**src/rtl/lsu_subword_if.sv**
```systemverilog
// Core-side request/response and dmem bus for lsu_subword.
// master drives requests and memory read data; slave is the LSU.
interface lsu_subword_if #(
  parameter int AW = 32,
  parameter int DW = 32
);
  logic          req;
  logic          we;
  logic [2:0]    funct3;
  logic [AW-1:0] addr;
  logic [DW-1:0] wdata;
  logic [DW-1:0] rdata;
  logic          done;
  logic          err;
  logic          stall;
  logic          mem_we;
  logic [AW-1:0] mem_a;
  logic [DW-1:0] mem_wd;
  logic [DW-1:0] mem_rd;

  modport master (
    output req, we, funct3, addr, wdata, mem_rd,
    input  rdata, done, err, stall,
    input  mem_we, mem_a, mem_wd
  );

  modport slave (
    input  req, we, funct3, addr, wdata, mem_rd,
    output rdata, done, err, stall,
    output mem_we, mem_a, mem_wd
  );
endinterface

```
**src/rtl/lsu_subword.sv**
```systemverilog
// RV32I load/store adapter in front of a word-only dmem.
// Sub-word stores go through a read-modify-write sequence.
module lsu_subword #(
  parameter int AW = 32,
  parameter int DW = 32
) (
  input  logic         clk,
  input  logic         rst,
  lsu_subword_if.slave bus
);

  typedef enum logic [1:0] {
    IDLE,
    WRITE,
    RESP
  } state_t;

  state_t        st;
  logic [AW-3:0] wa_q;
  logic [DW-1:0] wd_q;
  logic [DW-1:0] rd_q;
  logic          err_q;

  logic [2:0]    f3;
  logic          is_b;
  logic          is_h;
  logic          is_w;
  logic          sx;
  logic          bad_f3;
  logic          misal;
  logic          bad;
  logic [DW-1:0] lane;
  logic [DW-1:0] ld_val;
  logic [DW-1:0] merged;

  assign f3     = bus.funct3;
  assign is_b   = f3[1:0] == 2'b00;
  assign is_h   = f3[1:0] == 2'b01;
  assign is_w   = f3 == 3'b010;
  assign sx     = ~f3[2];
  assign bad_f3 = (f3 == 3'b011)
                | (f3[2:1] == 2'b11)
                | (bus.we & f3[2]);
  assign misal  = (is_h & bus.addr[0])
                | (is_w & |bus.addr[1:0]);
  assign bad    = bad_f3 | misal;

  assign lane = bus.mem_rd >> {bus.addr[1:0], 3'b000};

  always_comb begin
    ld_val = lane;
    unique case (1'b1)
      is_w: ld_val = bus.mem_rd;
      is_b: ld_val = {{(DW-8){sx & lane[7]}},
                      lane[7:0]};
      default: ld_val = {{(DW-16){sx & lane[15]}},
                         lane[15:0]};
    endcase
  end

  // Only the addressed lane of the current word is replaced.
  always_comb begin
    merged = bus.mem_rd;
    if (is_b)
      merged[{bus.addr[1:0], 3'b000} +: 8] =
        bus.wdata[7:0];
    else
      merged[{bus.addr[1], 4'b0000} +: 16] =
        bus.wdata[15:0];
  end

  always_comb begin
    bus.stall  = 1'b0;
    bus.mem_we = 1'b0;
    bus.mem_a  = {bus.addr[AW-1:2], 2'b00};
    bus.mem_wd = bus.wdata;
    unique case (st)
      IDLE: begin
        bus.stall  = bus.req;
        bus.mem_we = bus.req & bus.we
                   & is_w & ~bad;
      end
      WRITE: begin
        bus.stall  = 1'b1;
        bus.mem_we = 1'b1;
        bus.mem_a  = {wa_q, 2'b00};
        bus.mem_wd = wd_q;
      end
      default: ;
    endcase
    // Write enable must fall with reset, not wait for a clock.
    if (!rst) bus.mem_we = 1'b0;
  end

  assign bus.done  = st == RESP;
  assign bus.rdata = rd_q;
  assign bus.err   = err_q;

  always_ff @(posedge clk or negedge rst) begin
    if (!rst) begin
      st    <= IDLE;
      wa_q  <= '0;
      wd_q  <= '0;
      rd_q  <= '0;
      err_q <= 1'b0;
    end else begin
      unique case (st)
        IDLE: begin
          if (bus.req) begin
            wa_q  <= bus.addr[AW-1:2];
            err_q <= bad;
            st    <= RESP;
            if (bad) begin
              rd_q <= '0;
            end else if (!bus.we) begin
              rd_q <= ld_val;
            end else if (!is_w) begin
              wd_q <= merged;
              st   <= WRITE;
            end
          end
        end
        WRITE:   st <= RESP;
        default: st <= IDLE;
      endcase
    end
  end

endmodule

```
**src/flat_wrapper.sv**
```systemverilog
// flat-port wrapper written by rule: the top's interface ports become plain ports
module lsu_subword_flat 
#(
  parameter int AW = 32,
  parameter int DW = 32
)
  (clk, rst, bus_req, bus_we, bus_funct3, bus_addr, bus_wdata, bus_mem_rd, bus_rdata, bus_done, bus_err, bus_stall, bus_mem_we, bus_mem_a, bus_mem_wd);
  lsu_subword_if #(.AW(AW), .DW(DW)) bus_i ();
  input  logic clk;
  input  logic rst;
  input wire logic [$bits(bus_i.req)-1:0] bus_req;
  input wire logic [$bits(bus_i.we)-1:0] bus_we;
  input wire logic [$bits(bus_i.funct3)-1:0] bus_funct3;
  input wire logic [$bits(bus_i.addr)-1:0] bus_addr;
  input wire logic [$bits(bus_i.wdata)-1:0] bus_wdata;
  input wire logic [$bits(bus_i.mem_rd)-1:0] bus_mem_rd;
  output wire logic [$bits(bus_i.rdata)-1:0] bus_rdata;
  output wire logic [$bits(bus_i.done)-1:0] bus_done;
  output wire logic [$bits(bus_i.err)-1:0] bus_err;
  output wire logic [$bits(bus_i.stall)-1:0] bus_stall;
  output wire logic [$bits(bus_i.mem_we)-1:0] bus_mem_we;
  output wire logic [$bits(bus_i.mem_a)-1:0] bus_mem_a;
  output wire logic [$bits(bus_i.mem_wd)-1:0] bus_mem_wd;
  assign bus_i.req = bus_req;
  assign bus_i.we = bus_we;
  assign bus_i.funct3 = bus_funct3;
  assign bus_i.addr = bus_addr;
  assign bus_i.wdata = bus_wdata;
  assign bus_i.mem_rd = bus_mem_rd;
  assign bus_rdata = bus_i.rdata;
  assign bus_done = bus_i.done;
  assign bus_err = bus_i.err;
  assign bus_stall = bus_i.stall;
  assign bus_mem_we = bus_i.mem_we;
  assign bus_mem_a = bus_i.mem_a;
  assign bus_mem_wd = bus_i.mem_wd;
  lsu_subword #(.AW(AW), .DW(DW)) u_core (.clk(clk), .rst(rst), .bus(bus_i));
endmodule
```
**config.mk**
```make
export PLATFORM = sky130hd
export DESIGN_NAME = lsu_subword_flat
export DESIGN_NICKNAME = d
export VERILOG_FILES = /design/src/rtl/lsu_subword_if.sv /design/src/rtl/lsu_subword.sv /design/src/flat_wrapper.sv
export SDC_FILE = /design/constraint.sdc
export NUM_CORES = 1
export LEC_CHECK = 0
export CORE_ASPECT_RATIO = 1.5
export CORE_UTILIZATION = 35
export CTS_BUF_LIST = sky130_fd_sc_hd__clkbuf_8
export DETAILED_ROUTE_END_ITERATION = 8
export PLACE_DENSITY_LB_ADDON = 0.1
export SKIP_LAST_GASP = 1
export SLEW_MARGIN = 20
export SYNTH_ARGS = -nofsm -noshare
export SYNTH_HDL_FRONTEND = slang
export SYNTH_SLANG_ARGS = --single-unit
```
**constraint.sdc**
```tcl
create_clock -name clk -period 2.48 [get_ports clk]
set_input_delay 0.372 -clock clk [delete_from_list [all_inputs] [get_ports clk]]
set_output_delay 0.372 -clock clk [all_outputs]
set_load 0.01 [all_outputs]
```
==> key figures, run 1 <==
Outcome
  – Result of the run: finished, final reports clean

Power
  – Maximum vdd drop: ~250 uV
  – Cell Pwr Density: slightly above 500 mW/mm^2
  – Power after layout: between 4 and 5 mW
  – Leakage: about 4 nW

Timing
  – Period Utilization, post-route: 0.976
  – Final count of negative-setup-slack endpoints: 0
  – Unrepaired setup endpoints after global routing: false
  – Fin Clk Skew: between 0.009 and 0.01 ns
  – Final Hold Violating Endpoints: 0
  – Slew headroom: 0.569
  – Worst hold slack: roughly 0.059 ns
  – Period minus WS final: around 2.4 ns
  – Max-slew violations: 0
  – Worst-margin pin slew: roughly 0.65 ns
  – Timing-limited maximum frequency: ~410 MHz

Global routing
  – GRT Util Overall: 0.244
  – Largest net degree at the start of global routing: 98
  – Wire length of the first global-routing pass: approximately 31000 um
  – Number of antenna violations at the first check in global routing: 0
  – Overflow left after global routing: 0
  – Vias in the first global route: 5619

Drt
  – DRC marker count from the first detailed-route iteration: 425
  – Routed length per placed instance: slightly below 20 um
  – Antenna-violating nets left: 0
  – DR pass1 iterations: 5
  – DRC errors left: 0
  – Final Routed Wirelength: 20000 um
  – Overall via count from detail_route: 5442
  – Vias per std cell: about 5.3

Setup path
  – Crit. End Element: output pin
  – FF-to-FF End: u_core.bus.rdata[1]$_DFFE_PN0P_
  – Critical Path Start Type: input pin
  – Worst reg2reg path depth: 6
  – Crit Path Max Fanout: 2
  – CP max stage delay: ~0.42 ns
  – Category of the critical setup timing path: in -> out
  – Slowest library cell on the worst path: sky130_fd_sc_hd__or3b_4
  – Cell chain of the critical path: clkdlybuf4s50_1 -> inv_1 -> ha_1 -> or3b_4 -> nor3_4 -> o21a_1 -> dlygate4sd2_1
  – Internal reg-to-reg setup slack: approximately 0.59 ns
  – Launch point of the worst reg-to-reg path: u_core.st[0]$_DFFE_PN0P_
  – Required time of the critical path: 2.11 ns
  – CP Data Arrival Time: just over 2 ns

Synthesis
  – Netlist cell types: 48
  – Sequential-to-total area share from yosys stat: 0.426
  – Yosys Warn Count: 0
  – Synth Cell Area: 0.00570 mm^2
  – Share of Yosys cell area claimed by the top area cell type: 0.426
  – Async set or reset register ratio after synthesis: 1.00
  – Post-synthesis cell type with the largest combined area: sky130_fd_sc_hd__dfrtp_1
  – Number of synthesized register bits: 97
  – Synthesized instance count: around 590
  – Number of flops mapped to enable cells by yosys: 0
  – Largest cells by area after synthesis: sky130_fd_sc_hd__dfrtp_1, sky130_fd_sc_hd__mux2_2, sky130_fd_sc_hd__nand2_1, sky130_fd_sc_hd__o2bb2ai_1, sky130_fd_sc_hd__a21oi_1
  – Top_reg_cell synth: sky130_fd_sc_hd__dfrtp_1
  – Per-instance average area after synthesis: about 9.7 um^2

Layout
  – # diodes: 0
  – Synthesis-to-finish area growth: 49.2%
  – Core Util, Final: 0.540
  – Post-route non-filler standard cell count: between 1000 and 1500
  – Layout Nets: around 920
  – Fraction of final layout cells with drive strength greater than 1: 0.196

Die
  – Die area: 0.0168 mm^2
  – Starting utilization of the core area: 0.362
  – Standard cell core area: 0.0158 mm^2
  – Vertical extent of the die: between 150 and 200 um
  – Die width: roughly 110 um
  – Number of ports placed on the die boundary: 203
  – Num rows: 56

Clock network
  – Number of buffers on the longest clock path: 2
  – Clock transition at the registers of the reported paths: about 0.10 ns
  – CTS tree: yes
  – Number of CTS-inserted buffers: 9
  – Clock Sinks: 97
  – Clock latency reported for the late side of the worst-skew pair: 0.37 ns
  – Cell at the root of the clock tree: sky130_fd_sc_hd__clkbuf_8
  – H-tree depth reported by CTS: 3

Placement
  – Routability Congestion: roughly 0.9
  – Placed instance count: approximately 1000
  – Detailed Place HPWL: about 15000 um
  – IO buf count: 200

Hold path
  – Hold crit path type: in -> async

Flow run
  – Max-cap check violation count: 0
[synth_stat cells, types with 2 or more instances]
| library cell | instances |
|---|---|
| sky130_fd_sc_hd__mux2i_1 | 5 |
| sky130_fd_sc_hd__nor3_1 | 2 |
| sky130_fd_sc_hd__nand3_1 | 2 |
| sky130_fd_sc_hd__a22oi_1 | 16 |
| sky130_fd_sc_hd__a221oi_1 | 17 |
| sky130_fd_sc_hd__inv_1 | 5 |
| sky130_fd_sc_hd__clkinv_1 | 2 |
| sky130_fd_sc_hd__o2bb2ai_1 | 21 |
| sky130_fd_sc_hd__o31ai_1 | 16 |
| sky130_fd_sc_hd__a32o_1 | 7 |
| sky130_fd_sc_hd__ha_1 | 4 |
| sky130_fd_sc_hd__a21boi_0 | 3 |
| sky130_fd_sc_hd__buf_4 | 2 |
| sky130_fd_sc_hd__and3_1 | 3 |
| sky130_fd_sc_hd__nand2_1 | 130 |
| sky130_fd_sc_hd__a211oi_1 | 19 |
| sky130_fd_sc_hd__a221o_1 | 4 |
| sky130_fd_sc_hd__buf_6 | 4 |
| sky130_fd_sc_hd__nor2b_1 | 19 |
| sky130_fd_sc_hd__nor2_1 | 10 |
| sky130_fd_sc_hd__o21ai_0 | 27 |
| sky130_fd_sc_hd__dfrtp_1 | 97 |
| sky130_fd_sc_hd__a22o_1 | 5 |
| sky130_fd_sc_hd__clkbuf_1 | 26 |
| sky130_fd_sc_hd__buf_2 | 14 |
| sky130_fd_sc_hd__a21oi_1 | 31 |
| sky130_fd_sc_hd__nor3b_1 | 3 |
| sky130_fd_sc_hd__mux2_2 | 67 |
| sky130_fd_sc_hd__a21o_1 | 9 |
[worst max path at each step]
stage / endpoint / slack (ns) / from
detailed placement: bus_mem_we / -0.31 / bus_addr[1]
global route: bus_mem_we / 0.003 / bus_addr[0]
CTS: bus_mem_a[4] / -0.07 / u_core.st[1]$_DFFE_PN0P_
finish: bus_mem_we / 0.06 / bus_addr[1]
floorplan: u_core.bus.rdata[16]$_DFFE_PN0P_ / 0.17 / bus_addr[1]
global placement: bus_mem_we / -0.32 / bus_addr[1]
[final cells by class]
| class | count | area (um^2) |
|---|---|---|
| clock inverters | 7 | 78.8 |
| fillers | 1505 | 7260 |
| clock buffers | 9 | 124 |
| well taps | 203 | 254 |
| inverters | 7 | 26.3 |
| repair buffers | 256 | 2550 |
| flip-flops and latches | 97 | 2430 |
| multi-input cells | 439 | 3040 |
[critical path, delay by kind of cell]
kind / cells / cell delay, ns
adders and majority gates: 1 / 0.19
buffers and inverters: 3 / 0.75
AOI/OAI and AO/OA: 1 / 0.12
and+or+nand+nor: 2 / 0.60
[state kept, by name, indices dropped and copies added, names as in the netlist]
register / count
u_core.wa_q: 30
u_core.wd_q: 32
u_core.st: 2
u_core.bus.err: 1
u_core.bus.rdata: 32
[power by group]
part	internal [mW]	total (mW)	switching [mW]
clock network	0.477	1.08	0.606
logic	0.632	1.22	0.592
registers	1.84	2.00	0.157
total	2.95	4.31	1.35
[cells in the final DEF, fill, tap and decap left out, types with 21 or more instances in the layout]
master                            Yosys  layout
sky130_fd_sc_hd__clkdlybuf4s50_1      0     136
sky130_fd_sc_hd__nand2_1            130     130
sky130_fd_sc_hd__dfrtp_1             97      95
sky130_fd_sc_hd__mux2_2              67      67
sky130_fd_sc_hd__buf_4                2      49
sky130_fd_sc_hd__a21oi_1             31      31
sky130_fd_sc_hd__dlygate4sd2_1        0      29
sky130_fd_sc_hd__dlymetal6s2s_1       0      29
sky130_fd_sc_hd__o21ai_0             27      27
sky130_fd_sc_hd__o2bb2ai_1           21      21
[kinds of logic (layout without fill, tap and decap cells)]
kind of cell / Yosys count / in the layout / share of synthesized area
AOI/OAI and AO/OA: 182 / 182 / 0.235
and+or+nand+nor: 178 / 178 / 0.140
DFF: 97 / 97 / 0.426
muxes: 73 / 73 / 0.145
buffers and inverters: 54 / 279 / 0.0452
adders and majority gates: 4 / 4 / 0.00878
other: 1 / 2 / 0.000658
[stage by stage]
stage / instance area (um^2) / setup TNS, ns / setup WS, ns
detailed placement: 8140 / -3.79 / -0.312
floorplan: 5700 / 0 / 0.170
global route: 8510 / 0 / 0.00259
finish: 8510 / 0 / 0.0602
global placement: 8140 / -2.51 / -0.317
CTS: 8440 / -0.924 / -0.0667
[repair_timing]
action                     4_1_cts  5_1_grt
gates resized for setup         40       40
hold buffers                     0        0
buffers inserted                 3        2
cloned                           3        0
setup endpoints to repair       63       41
[layer usage]
metal / part of all wire / track usage
met2: 0.52 / 0.435
met4: 0.032 / 0.106
met5: 0 / 0
met3: 0.066 / 0.0442
met1: 0.38 / 0.284
No activity file was read; power rests on OpenSTA's default activity.
==> run 2, diff against run 1 <==
--- a/config.mk
+++ b/config.mk
@@ -11,7 +11,6 @@
 export DETAILED_ROUTE_END_ITERATION = 8
 export PLACE_DENSITY_LB_ADDON = 0.1
 export SKIP_LAST_GASP = 1
-export SLEW_MARGIN = 20
 export SYNTH_ARGS = -nofsm -noshare
 export SYNTH_HDL_FRONTEND = slang
 export SYNTH_SLANG_ARGS = --single-unit
==> constraint.sdc (replaced) <==
create_clock -name clk -period 2.7 [get_ports clk]
set_input_delay 0.405 -clock clk [delete_from_list [all_inputs] [get_ports clk]]
set_output_delay 0.405 -clock clk [all_outputs]
set_load 0.01 [all_outputs]
==> run 2 against run 1 <==
Clock-buffer cell count is 2 higher. Utilization is 1.5 points lower. Final area is 2.8% lower. Combinational power is 7% lower. First-iteration DRC count is 20% lower. Via count is 1.6% lower. Clock skew is 0.0032 ns higher. Die area stayed put. Wire length is 3.6% lower. Non-clock buffer count is 18 lower. Flip-flop and latch count stayed put. Largest power group unchanged.
==> key figures, run 2 (same netlist as run 1, synthesis figures left out) <==
Timing
  – Final Hold Violating Endpoints: 0 (unchanged)
  – Unrepaired setup endpoints after global routing: false
  – Worst-margin pin slew: 0.667 ns (+0.0221 ns)
  – Final Worst Setup Slack: 0.126 ns (+0.0659 ns)
  – Max-slew violations: 0 (unchanged)
  – Period minus WS final: ~2.6 ns
  – Period Utilization, post-route: 0.953
  – Fin Clk Skew: 0.0124 ns (+0.00322 ns)
  – Slew headroom: 0.555 (-0.0138)
  – Final count of negative-setup-slack endpoints: 0 (unchanged)
  – Timing-limited maximum frequency: around 400 MHz

Global routing
  – Vias in the first global route: 5391 (-4.1%)
  – Number of antenna violations at the first check in global routing: 0 (unchanged)
  – Wire length of the first global-routing pass: 29900 um (-4.3%)
  – Largest net degree at the start of global routing: 53 (-46%)
  – GRT Util Overall: 0.232 (-0.0113)
  – Overflow left after global routing: 0 (unchanged)

Drt
  – Routed length per placed instance: 19.3 um (-1.8%)
  – DRC errors left: 0 (unchanged)
  – Final Routed Wirelength: 19300 um (-3.6%)
  – Vias per std cell: 5.36 (+0.21%)
  – Antenna-violating nets left: 0 (unchanged)
  – DR pass1 iterations: 6 (+1)
  – Overall via count from detail_route: 5357 (-1.6%)
  – DRC marker count from the first detailed-route iteration: 340 (-20%)

Clock network
  – Clock transition at the registers of the reported paths: 0.09 ns (about the same)
  – Setup Fix Bufs, Post-CTS: 0 (-3)
  – H-tree depth reported by CTS: 3 (unchanged)
  – CTS tree: yes
  – Number of CTS-inserted buffers: 9 (unchanged)
  – Clock latency reported for the late side of the worst-skew pair: 0.36 ns (about the same)
  – Clock Sinks: 97 (unchanged)
  – Cell at the root of the clock tree: sky130_fd_sc_hd__clkbuf_8
  – Number of buffers on the longest clock path: 2 (unchanged)

Setup path
  – Required time of the critical path: 2.30 ns (+0.19 ns)
  – Slowest library cell on the worst path: sky130_fd_sc_hd__clkdlybuf4s50_1
  – Crit Path Max Fanout: 22 (+20)
  – Critical path buffers and inverters: 2 (-1)
  – Critical Path Start Type: register
  – Crit. End Element: output pin
  – Cell chain of the critical path: nor2b_4 -> buf_6 -> mux2_2 -> clkdlybuf4s50_1
  – CP Data Arrival Time: 2.17 ns (+0.12 ns)
  – Cell family contributing the most delay on the critical path: buffers and inverters
  – Category of the critical setup timing path: reg -> out
  – CP max stage delay: 0.49 ns (+0.07 ns)

Layout
  – Leading cell type in the layout, fill and taps excluded: sky130_fd_sc_hd__clkdlybuf4s50_1
  – Layout Nets: 899 (-2.0%)
  – Highest-count cells in the layout ignoring fill and taps: sky130_fd_sc_hd__clkdlybuf4s50_1, sky130_fd_sc_hd__nand2_1, sky130_fd_sc_hd__dfrtp_1
  – Post-route cell area: 0.00827 mm^2 (-2.8%)
  – Core Util, Final: 0.524 (-0.0152)
  – Synthesis-to-finish area growth: 45.0%
  – Fraction of final layout cells with drive strength greater than 1: 0.167 (-0.0294)
  – # diodes: 0 (unchanged)

Hold path
  – Hold crit path type: in -> async

Power
  – Maximum vdd drop: 247 uV (about the same)
  – Cell Pwr Density: 479 mW/mm^2 (-5.4%)
  – Leakage: 3.49 nW (-11%)

Placement
  – Dpl cell area: 0.00804 mm^2 (-1.2%)
  – Routability Congestion: 0.881 (-2.5%)
  – IO buf count: 200 (unchanged)
  – Minimum setup slack after placement: -0.120 ns (+0.192 ns)
  – Detailed Place HPWL: 14700 um (about the same)

Die
  – Standard cell core area: 0.0158 mm^2 (unchanged)
  – Starting utilization of the core area: 0.362 (unchanged)
  – Die width: 106 um (unchanged)
  – Num rows: 56 (unchanged)
  – Vertical extent of the die: 158 um (unchanged)
  – Number of ports placed on the die boundary: 203 (unchanged)
  – Die area: 0.0168 mm^2 (unchanged)

Outcome
  – Result of the run: finished, final reports clean

Flow run
  – Max-cap check violation count: 0 (unchanged)
[run 2: worst reg2reg max path, delay by kind of cell (launching register included)]
kind / cells / cell delay [ns]
simple gates: 2 / 0.73
compound gates: 2 / 0.66
flops: 1 / 0.47
[run 2: what timing repair did]
item                                   CTS  global route
setup endpoints to repair                1            21
hold buffers                             1             0
resized for setup                        2             1
gates cloned                             0             0
endpoints found under the hold margin   10             0
[run 2: path summary, 6_finish.rpt]
| path | end | cells past startpoint | slack, ns | start |
|---|---|---|---|---|
| min in group clk | u_core.wa_q[29]$_DFFE_PN0P_ | 2 | 0.48 | u_core.wa_q[29]$_DFFE_PN0P_ |
| max reg2reg | u_core.bus.rdata[27]$_DFFE_PN0P_ | 4 | 0.76 | u_core.st[1]$_DFFE_PN0P_ |
| min reg2reg | u_core.wa_q[29]$_DFFE_PN0P_ | 2 | 0.48 | u_core.wa_q[29]$_DFFE_PN0P_ |
| max in group asynchronous | u_core.bus.rdata[16]$_DFFE_PN0P_ | 3 | 1.40 | rst |
| min | u_core.wa_q[3]$_DFFE_PN0P_ | 2 | 0.42 | rst |
| max | bus_mem_wd[13] | 4 | 0.13 | u_core.st[0]$_DFFE_PN0P_ |
[run 2: power by group]
part,switching [mW],internal (mW)
sequential,0.145,1.69
clock,0.515,0.477
combinational,0.537,0.591
[run 2: stage by stage]
stage                     power, mW  instances  hold WS (ns)  TNS (ns)
final                          3.96       1000         0.416         0
after global routing           4.20       1000         0.416         0
after CTS                      4.01       1000         0.400         0
after detailed placement       3.00        983         0.258    -0.146
after global placement         2.98        983         0.257   -0.0917
after floorplan                2.36        590         0.109         0
[run 2: final cells by class]
cell class / count / area [um^2]
well taps: 203 / 254
repair buffers: 238 / 2310
flip-flops and latches: 97 / 2430
fillers: 1481 / 7500
inverters: 7 / 26.3
multi-input cells: 439 / 3040
clock buffers: 11 / 151
clock inverters: 5 / 55.1
[run 2: layer usage]
layer | global-route usage | up-vias | part of all wire
li1 | - | 2552 | -
met1 | 0.278 | 2561 | 0.40
met2 | 0.408 | 215 | 0.51
met3 | 0.0409 | 29 | 0.063
met4 | 0.102 | 0 | 0.033
met5 | 0 | - | 0
